## src/rtl/wb_arbiter_pipelined.sv

```systemverilog
// wb_arbiter_pipelined
//   Two-master, one-slave round-robin arbiter for the Wishbone B4 pipelined bus.
//   The grant is registered and held for the owner's whole CYC. An outstanding
//   counter throttles the owner at max_outstanding. It also raises a sticky
//   protocol_err on an orphan ack, or when the owner drops CYC with strobes
//   still unacked.
//
//   state | meaning
//   ------+-------------------------------------------------
//   IDLE  | no owner, slave side quiet, both masters stalled
//   GNT0  | master 0 owns the slave until m0_cyc falls
//   GNT1  | master 1 owns the slave until m1_cyc falls
//
// Ports
//   clk, rst                    clock, synchronous active-high reset
//   m0_* / m1_*                 master ports (cyc, stb, we, adr, dat_m in;
//                               dat_s, ack, stall out)
//   s_*                         slave port (cyc, stb, we, adr, dat_m out;
//                               dat_s, ack, stall in)
//   gnt                         one-hot current owner (bit0 = m0, bit1 = m1)
//   protocol_err                sticky bus-violation flag
module wb_arbiter_pipelined #(
  parameter int adr_width       = 16,
  parameter int dat_width       = 16,
  parameter int max_outstanding = 4
) (
  input  logic                 clk,
  input  logic                 rst,
  input  logic                 m0_cyc,
  input  logic                 m0_stb,
  input  logic                 m0_we,
  input  logic [adr_width-1:0] m0_adr,
  input  logic [dat_width-1:0] m0_dat_m,
  output logic [dat_width-1:0] m0_dat_s,
  output logic                 m0_ack,
  output logic                 m0_stall,
  input  logic                 m1_cyc,
  input  logic                 m1_stb,
  input  logic                 m1_we,
  input  logic [adr_width-1:0] m1_adr,
  input  logic [dat_width-1:0] m1_dat_m,
  output logic [dat_width-1:0] m1_dat_s,
  output logic                 m1_ack,
  output logic                 m1_stall,
  output logic                 s_cyc,
  output logic                 s_stb,
  output logic                 s_we,
  output logic [adr_width-1:0] s_adr,
  output logic [dat_width-1:0] s_dat_m,
  input  logic [dat_width-1:0] s_dat_s,
  input  logic                 s_ack,
  input  logic                 s_stall,
  output logic [1:0]           gnt,
  output logic                 protocol_err
);

  typedef enum logic [1:0] {
    IDLE = 2'd0,
    GNT0 = 2'd1,
    GNT1 = 2'd2
  } state_e;

  localparam int                CNT_W   = 4;
  localparam logic [CNT_W-1:0]  CNT_MAX = CNT_W'(max_outstanding);

  state_e           state_q;
  logic [1:0]       gnt_q;
  logic             last_q;
  logic             err_q;
  logic [CNT_W-1:0] out_q;
  logic [CNT_W-1:0] out_d;

  logic throttle;
  logic accept;
  logic release_own;
  logic err_set;

  assign throttle    = (out_q == CNT_MAX);
  assign accept      = s_stb && !s_stall;
  assign release_own = ((state_q == GNT0) && !m0_cyc) ||
                       ((state_q == GNT1) && !m1_cyc);

  // Orphan ack: nothing outstanding and nothing accepted in the same cycle.
  assign err_set = (s_ack && (out_q == '0) && !accept) ||
                   (release_own && (out_q != '0));

  // Slave mux and return path. Forced quiet during reset so that in-flight
  // acks never reach a master while the arbiter is being cleared.
  always_comb begin
    s_cyc    = 1'b0;
    s_stb    = 1'b0;
    s_we     = 1'b0;
    s_adr    = '0;
    s_dat_m  = '0;
    m0_ack   = 1'b0;
    m0_stall = 1'b1;
    m0_dat_s = '0;
    m1_ack   = 1'b0;
    m1_stall = 1'b1;
    m1_dat_s = '0;
    if (!rst) begin
      case (state_q)
        GNT0: begin
          s_cyc    = m0_cyc;
          s_stb    = m0_stb && !throttle;
          s_we     = m0_we;
          s_adr    = m0_adr;
          s_dat_m  = m0_dat_m;
          m0_ack   = s_ack;
          m0_stall = s_stall || throttle;
          m0_dat_s = s_dat_s;
        end
        GNT1: begin
          s_cyc    = m1_cyc;
          s_stb    = m1_stb && !throttle;
          s_we     = m1_we;
          s_adr    = m1_adr;
          s_dat_m  = m1_dat_m;
          m1_ack   = s_ack;
          m1_stall = s_stall || throttle;
          m1_dat_s = s_dat_s;
        end
        default: ;
      endcase
    end
  end

  // Counter is zeroed whenever there is no owner or the owner is releasing,
  // so a new grant always starts from a clean count.
  always_comb begin
    out_d = out_q;
    if ((state_q == IDLE) || release_own) begin
      out_d = '0;
    end else if (accept && !s_ack) begin
      if (out_q != '1) out_d = out_q + CNT_W'(1);
    end else if (!accept && s_ack) begin
      if (out_q != '0) out_d = out_q - CNT_W'(1);
    end
  end

  always_ff @(posedge clk) begin
    if (rst) begin
      state_q <= IDLE;
      gnt_q   <= 2'b00;
      last_q  <= 1'b1;
      out_q   <= '0;
      err_q   <= 1'b0;
    end else begin
      out_q <= out_d;
      if (err_set) err_q <= 1'b1;
      case (state_q)
        IDLE: begin
          // Tie goes to the master that did not own the bus last.
          if (m0_cyc && (!m1_cyc || last_q)) begin
            state_q <= GNT0;
            gnt_q   <= 2'b01;
          end else if (m1_cyc) begin
            state_q <= GNT1;
            gnt_q   <= 2'b10;
          end
        end
        GNT0: begin
          if (!m0_cyc) begin
            last_q <= 1'b0;
            if (m1_cyc) begin
              state_q <= GNT1;
              gnt_q   <= 2'b10;
            end else begin
              state_q <= IDLE;
              gnt_q   <= 2'b00;
            end
          end
        end
        GNT1: begin
          if (!m1_cyc) begin
            last_q <= 1'b1;
            if (m0_cyc) begin
              state_q <= GNT0;
              gnt_q   <= 2'b01;
            end else begin
              state_q <= IDLE;
              gnt_q   <= 2'b00;
            end
          end
        end
        default: begin
          state_q <= IDLE;
          gnt_q   <= 2'b00;
        end
      endcase
    end
  end

  assign gnt          = gnt_q;
  assign protocol_err = err_q;

endmodule

```

## config.mk

```make
export PLATFORM = sky130hd
export DESIGN_NAME = wb_arbiter_pipelined
export DESIGN_NICKNAME = d
export VERILOG_FILES = /design/src/rtl/wb_arbiter_pipelined.sv
export SDC_FILE = /design/constraint.sdc
export NUM_CORES = 1
export LEC_CHECK = 0
export ABC_AREA = 1
export ABC_CLOCK_PERIOD_IN_PS = 4400
export BUFFER_PORTS_ARGS = -buffer_cell sky130_fd_sc_hd__buf_2
export CAP_MARGIN = 10
export CORE_AREA = 8 8 71 73
export CTS_CLUSTER_SIZE = 20
export DETAILED_ROUTE_END_ITERATION = 16
export DIE_AREA = 0 0 79 81
export GPL_TIMING_DRIVEN = 0
export PLACE_DENSITY = 0.86
export SLEW_MARGIN = 20
export SYNTH_ARGS = -nofsm -noshare
export SYNTH_HDL_FRONTEND = slang
export SYNTH_SLANG_ARGS = --single-unit
export TNS_END_PERCENT = 10
```

## constraint.sdc

```tcl
create_clock -name clk -period 4.4 [get_ports clk]
set_clock_uncertainty 0.15 [all_clocks]
set_input_delay 0.22 -clock clk [delete_from_list [all_inputs] [get_ports clk]]
set_output_delay 0.22 -clock clk [all_outputs]
set_load 0.1 [all_outputs]
```

==> results.json <==
{
  "yosys_most_used_dff": "dfxtp_1",
  "multi_input_area_mm2": 0.00103,
  "tns_ns": 0,
  "vias_per_cell": 4.64,
  "dp_hpwl_um": 5530,
  "swShare_pct": 75.5,
  "synth_enable_flop_cells": 0,
  "final_common_cell": "buf_2",
  "ctsHoldBuffers": 0,
  "routed_wl_um": 6490,
  "dieArea_mm2": 0.00640,
  "synth_xor_area_share_pct": 0.623,
  "slew_headroom_pct": 66.8,
  "drive_gt1_share_pct": 43.0,
  "ys_async_sr_fraction_pct": 0,
  "max_freq_ghz": 0.349,
  "rows": 23,
  "clockBufferDepth": 2,
  "synth-seq-area-share_pct": 11.4,
  "synth-compound-area-share_pct": 19.2,
  "ir_drop_mv": 0.499,
  "regToRegSetupSlack_ns": 1.74,
  "track_usage_pct": 19.3,
  "fp.dieH_um": 81,
  "clkPwrFrac_pct": 6.0,
  "ant_nets": 0,
  "clock_latency_ns": 0.24,
  "grt_overflow_total": 0,
  "cts_root_buffer": "clkbuf_8",
  "finalPower_mw": 1.56,
  "path_max_fanout": 10,
  "cts_tree": "built",
  "cp-start-kind": "flop",
  "first_global_vias": 2215,
  "worst-path-buf-inv": 6,
  "worst_slew_pin_slew_ns": 0.501,
  "post_cts_buffers": 0,
  "synthSimpleGateAreaFrac_pct": 45.5,
  "post_synth_num_cell_types": 29,
  "hold_violations": 0,
  "synth_area_per_cell_um2": 5.20,
  "fp.dieW_um": 79,
  "crit_type": "flop to primary output",
  "setup_viol": 0,
  "antenna_found_initial": 0,
  "fillers": 389,
  "cts_sinks": 8,
  "synth_top_family_by_area": "simple AND/OR/NAND/NOR gates",
  "crit_path_start": "gnt[1]",
  "postLayoutCoreUtil_pct": 59.3,
  "yosys_register_bits": 8,
  "endpoint": "m0_dat_s[8]",
  "area_growth_pct": 65.1,
  "muxShareOfSynthArea_pct": 0,
  "fin_ws_ns": 1.54,
  "cts-buffers-inserted": 3,
  "drv_slew": 0,
  "drc_errors": 0,
  "syn-num-nets": 368,
  "regArea_um2": 160,
  "layout_common_cells": "buf_2 (163), nand2_1 (84), nor2_1 (42)",
  "crit_slowest_cell": "buf_2",
  "min_period_over_period_pct": 65.1,
  "r2r-start": "gnt[0]",
  "crit_family": "buffers and inverters",
  "worstPathCellList": "inv_1 -> ha_1 -> buf_2 -> inv_1 -> nor2_1 -> clkinv_1 -> clkbuf_1 -> nor2_1 -> buf_2",
  "initial_core_util_pct": 35.9,
  "place_ws_ns": 1.75,
  "insertedDiodeCount": 0,
  "crit_path_end_kind": "primary output",
  "ios": 164,
  "synth_warnings": 0,
  "maxCapViolations": 0,
  "syn_inst": 270,
  "seq_power_share_pct": 6.5,
  "wire_per_inst_um": 13.4,
  "internal-power_uw": 381,
  "path_clk_slew_ns": 0.04,
  "htree_levels": 1,
  "ctsResizeCount": 0,
  "syn-cell-area_mm2": 0.00141,
  "worst-path-stages": 9,
  "required_ns": 4.03,
  "final.min_clock_period_ns": 2.86,
  "dr.pass1.iters": 4,
  "vias": 2252,
  "slowest_delay_ns": 0.45,
  "grt_pass1_wl_um": 10300,
  "synthAdderAreaFrac_pct": 7.66,
  "gp_congestion": 0.828,
  "r2r-end": "out_q[3]",
  "rsz0062_at_grt": "no",
  "core_area_mm2": 0.00391,
  "io_buffers": 162,
  "hold_class": "primary input to flop",
  "drt_iter0_markers": 107,
  "status": "complete, no violations",
  "grt_max_degree": 11,
  "p_per_area_mw_per_mm2": 671,
  "p_leak_nw": 1.36,
  "p_comb_share_pct": 87.5,
  "p_sw_mw": 1.18,
  "nets": 535,
  "worstPathArrival_ns": 2.49,
  "reg2reg_depth": 17
}
==> cell type report <==
| cell class | instances | share of cell area (%) |
|---|---|---|
| multi-input combinational | 208 | 44.2 |
| timing repair buffer | 162 | 35.0 |
| sequential | 8 | 6.90 |
| inverter | 40 | 6.47 |
| buffer | 14 | 2.97 |
| tap | 50 | 2.70 |
| clock buffer | 3 | 1.78 |
==> kinds of logic (layout without fill, tap and decap cells) <==
logic type / count (synthesis) / after routing
and+or+nand+nor: 148 / 148
xor gates and xnor gates: 1 / 1
adders and majority gates: 8 / 8
buffers and inverters: 54 / 219
AOI/OAI and AO/OA: 51 / 51
DFF: 8 / 8
==> cells in the mapped netlist, types with 2 or more instances <==
cell type | count | share of area, %
nand2_2 | 4 | 1.8
nand3_2 | 2 | 1.4
a211oi_1 | 2 | 1.1
nand2_1 | 84 | 22
nor2_1 | 42 | 11
nor2_4 | 3 | 2.4
clkinv_1 | 2 | 0.53
clkbuf_1 | 11 | 2.9
nand4_1 | 2 | 0.89
nor2_2 | 3 | 1.3
inv_2 | 4 | 1.1
o21ai_0 | 5 | 1.8
nand3_1 | 4 | 1.4
inv_1 | 34 | 9.1
buf_6 | 2 | 1.6
dfxtp_1 | 8 | 11
ha_1 | 7 | 6.2
a21oi_1 | 40 | 14
==> state kept, by name, indices dropped and copies added (netlist names) <==
| signal | count |
|---|---|
| out_q | 4 |
| protocol_err | 1 |
| last_q | 1 |
| gnt | 2 |
==> power by group through the flow <==
stage / sequential, mW / combinational [mW] / clock (mW)
2_1_floorplan: 0.174 / 1.05 / 0
6_report: 0.101 / 1.36 / 0.0935
5_1_grt: 0.104 / 1.45 / 0.0983
4_1_cts: 0.102 / 1.37 / 0.0947
3_5_place_dp: 0.104 / 1.36 / 0
3_3_place_gp: 0.102 / 1.35 / 0
==> worst min-delay path by stage <==
stage                         to  slack (ns)  cells past startpoint   start
finish              protocol_err        0.03                      2     rst
floorplan                 last_q        0.23                      2  m0_cyc
global placement    protocol_err        0.28                      2     rst
global route        protocol_err        0.04                      2     rst
CTS                 protocol_err        0.03                      2     rst
detailed placement  protocol_err        0.27                      2     rst
==> layer usage <==
metal	global-route usage, %	part of all wire, %	vias to the layer above	wire length, um
met5	0	0	-	0
met4	6.48	1.6	0	106
met3	3.31	7.5	11	486
met2	37.1	54	100	3530
met1	20.8	36	980	2360
li1	-	-	1161	-
==> worst register-to-register path: cells and delay by family, from the launching register on <==
family	cells	cell delay, ns
and+or+nand+nor	9	0.86
adders and majority gates	2	0.65
buffers and inverters	5	0.38
DFF	1	0.37
AOI/OAI and AO/OA	1	0.13
==> stage by stage <==
step / area, um^2 / std cells / hold WS [ns]
after floorplan: 1410 / 270 / 0.231
after global placement: 2280 / 482 / 0.275
after detailed placement: 2280 / 482 / 0.275
after CTS: 2320 / 485 / 0.0284
after global routing: 2320 / 485 / 0.0433
final: 2320 / 485 / 0.0276
Power figures use the tool's default switching activity.
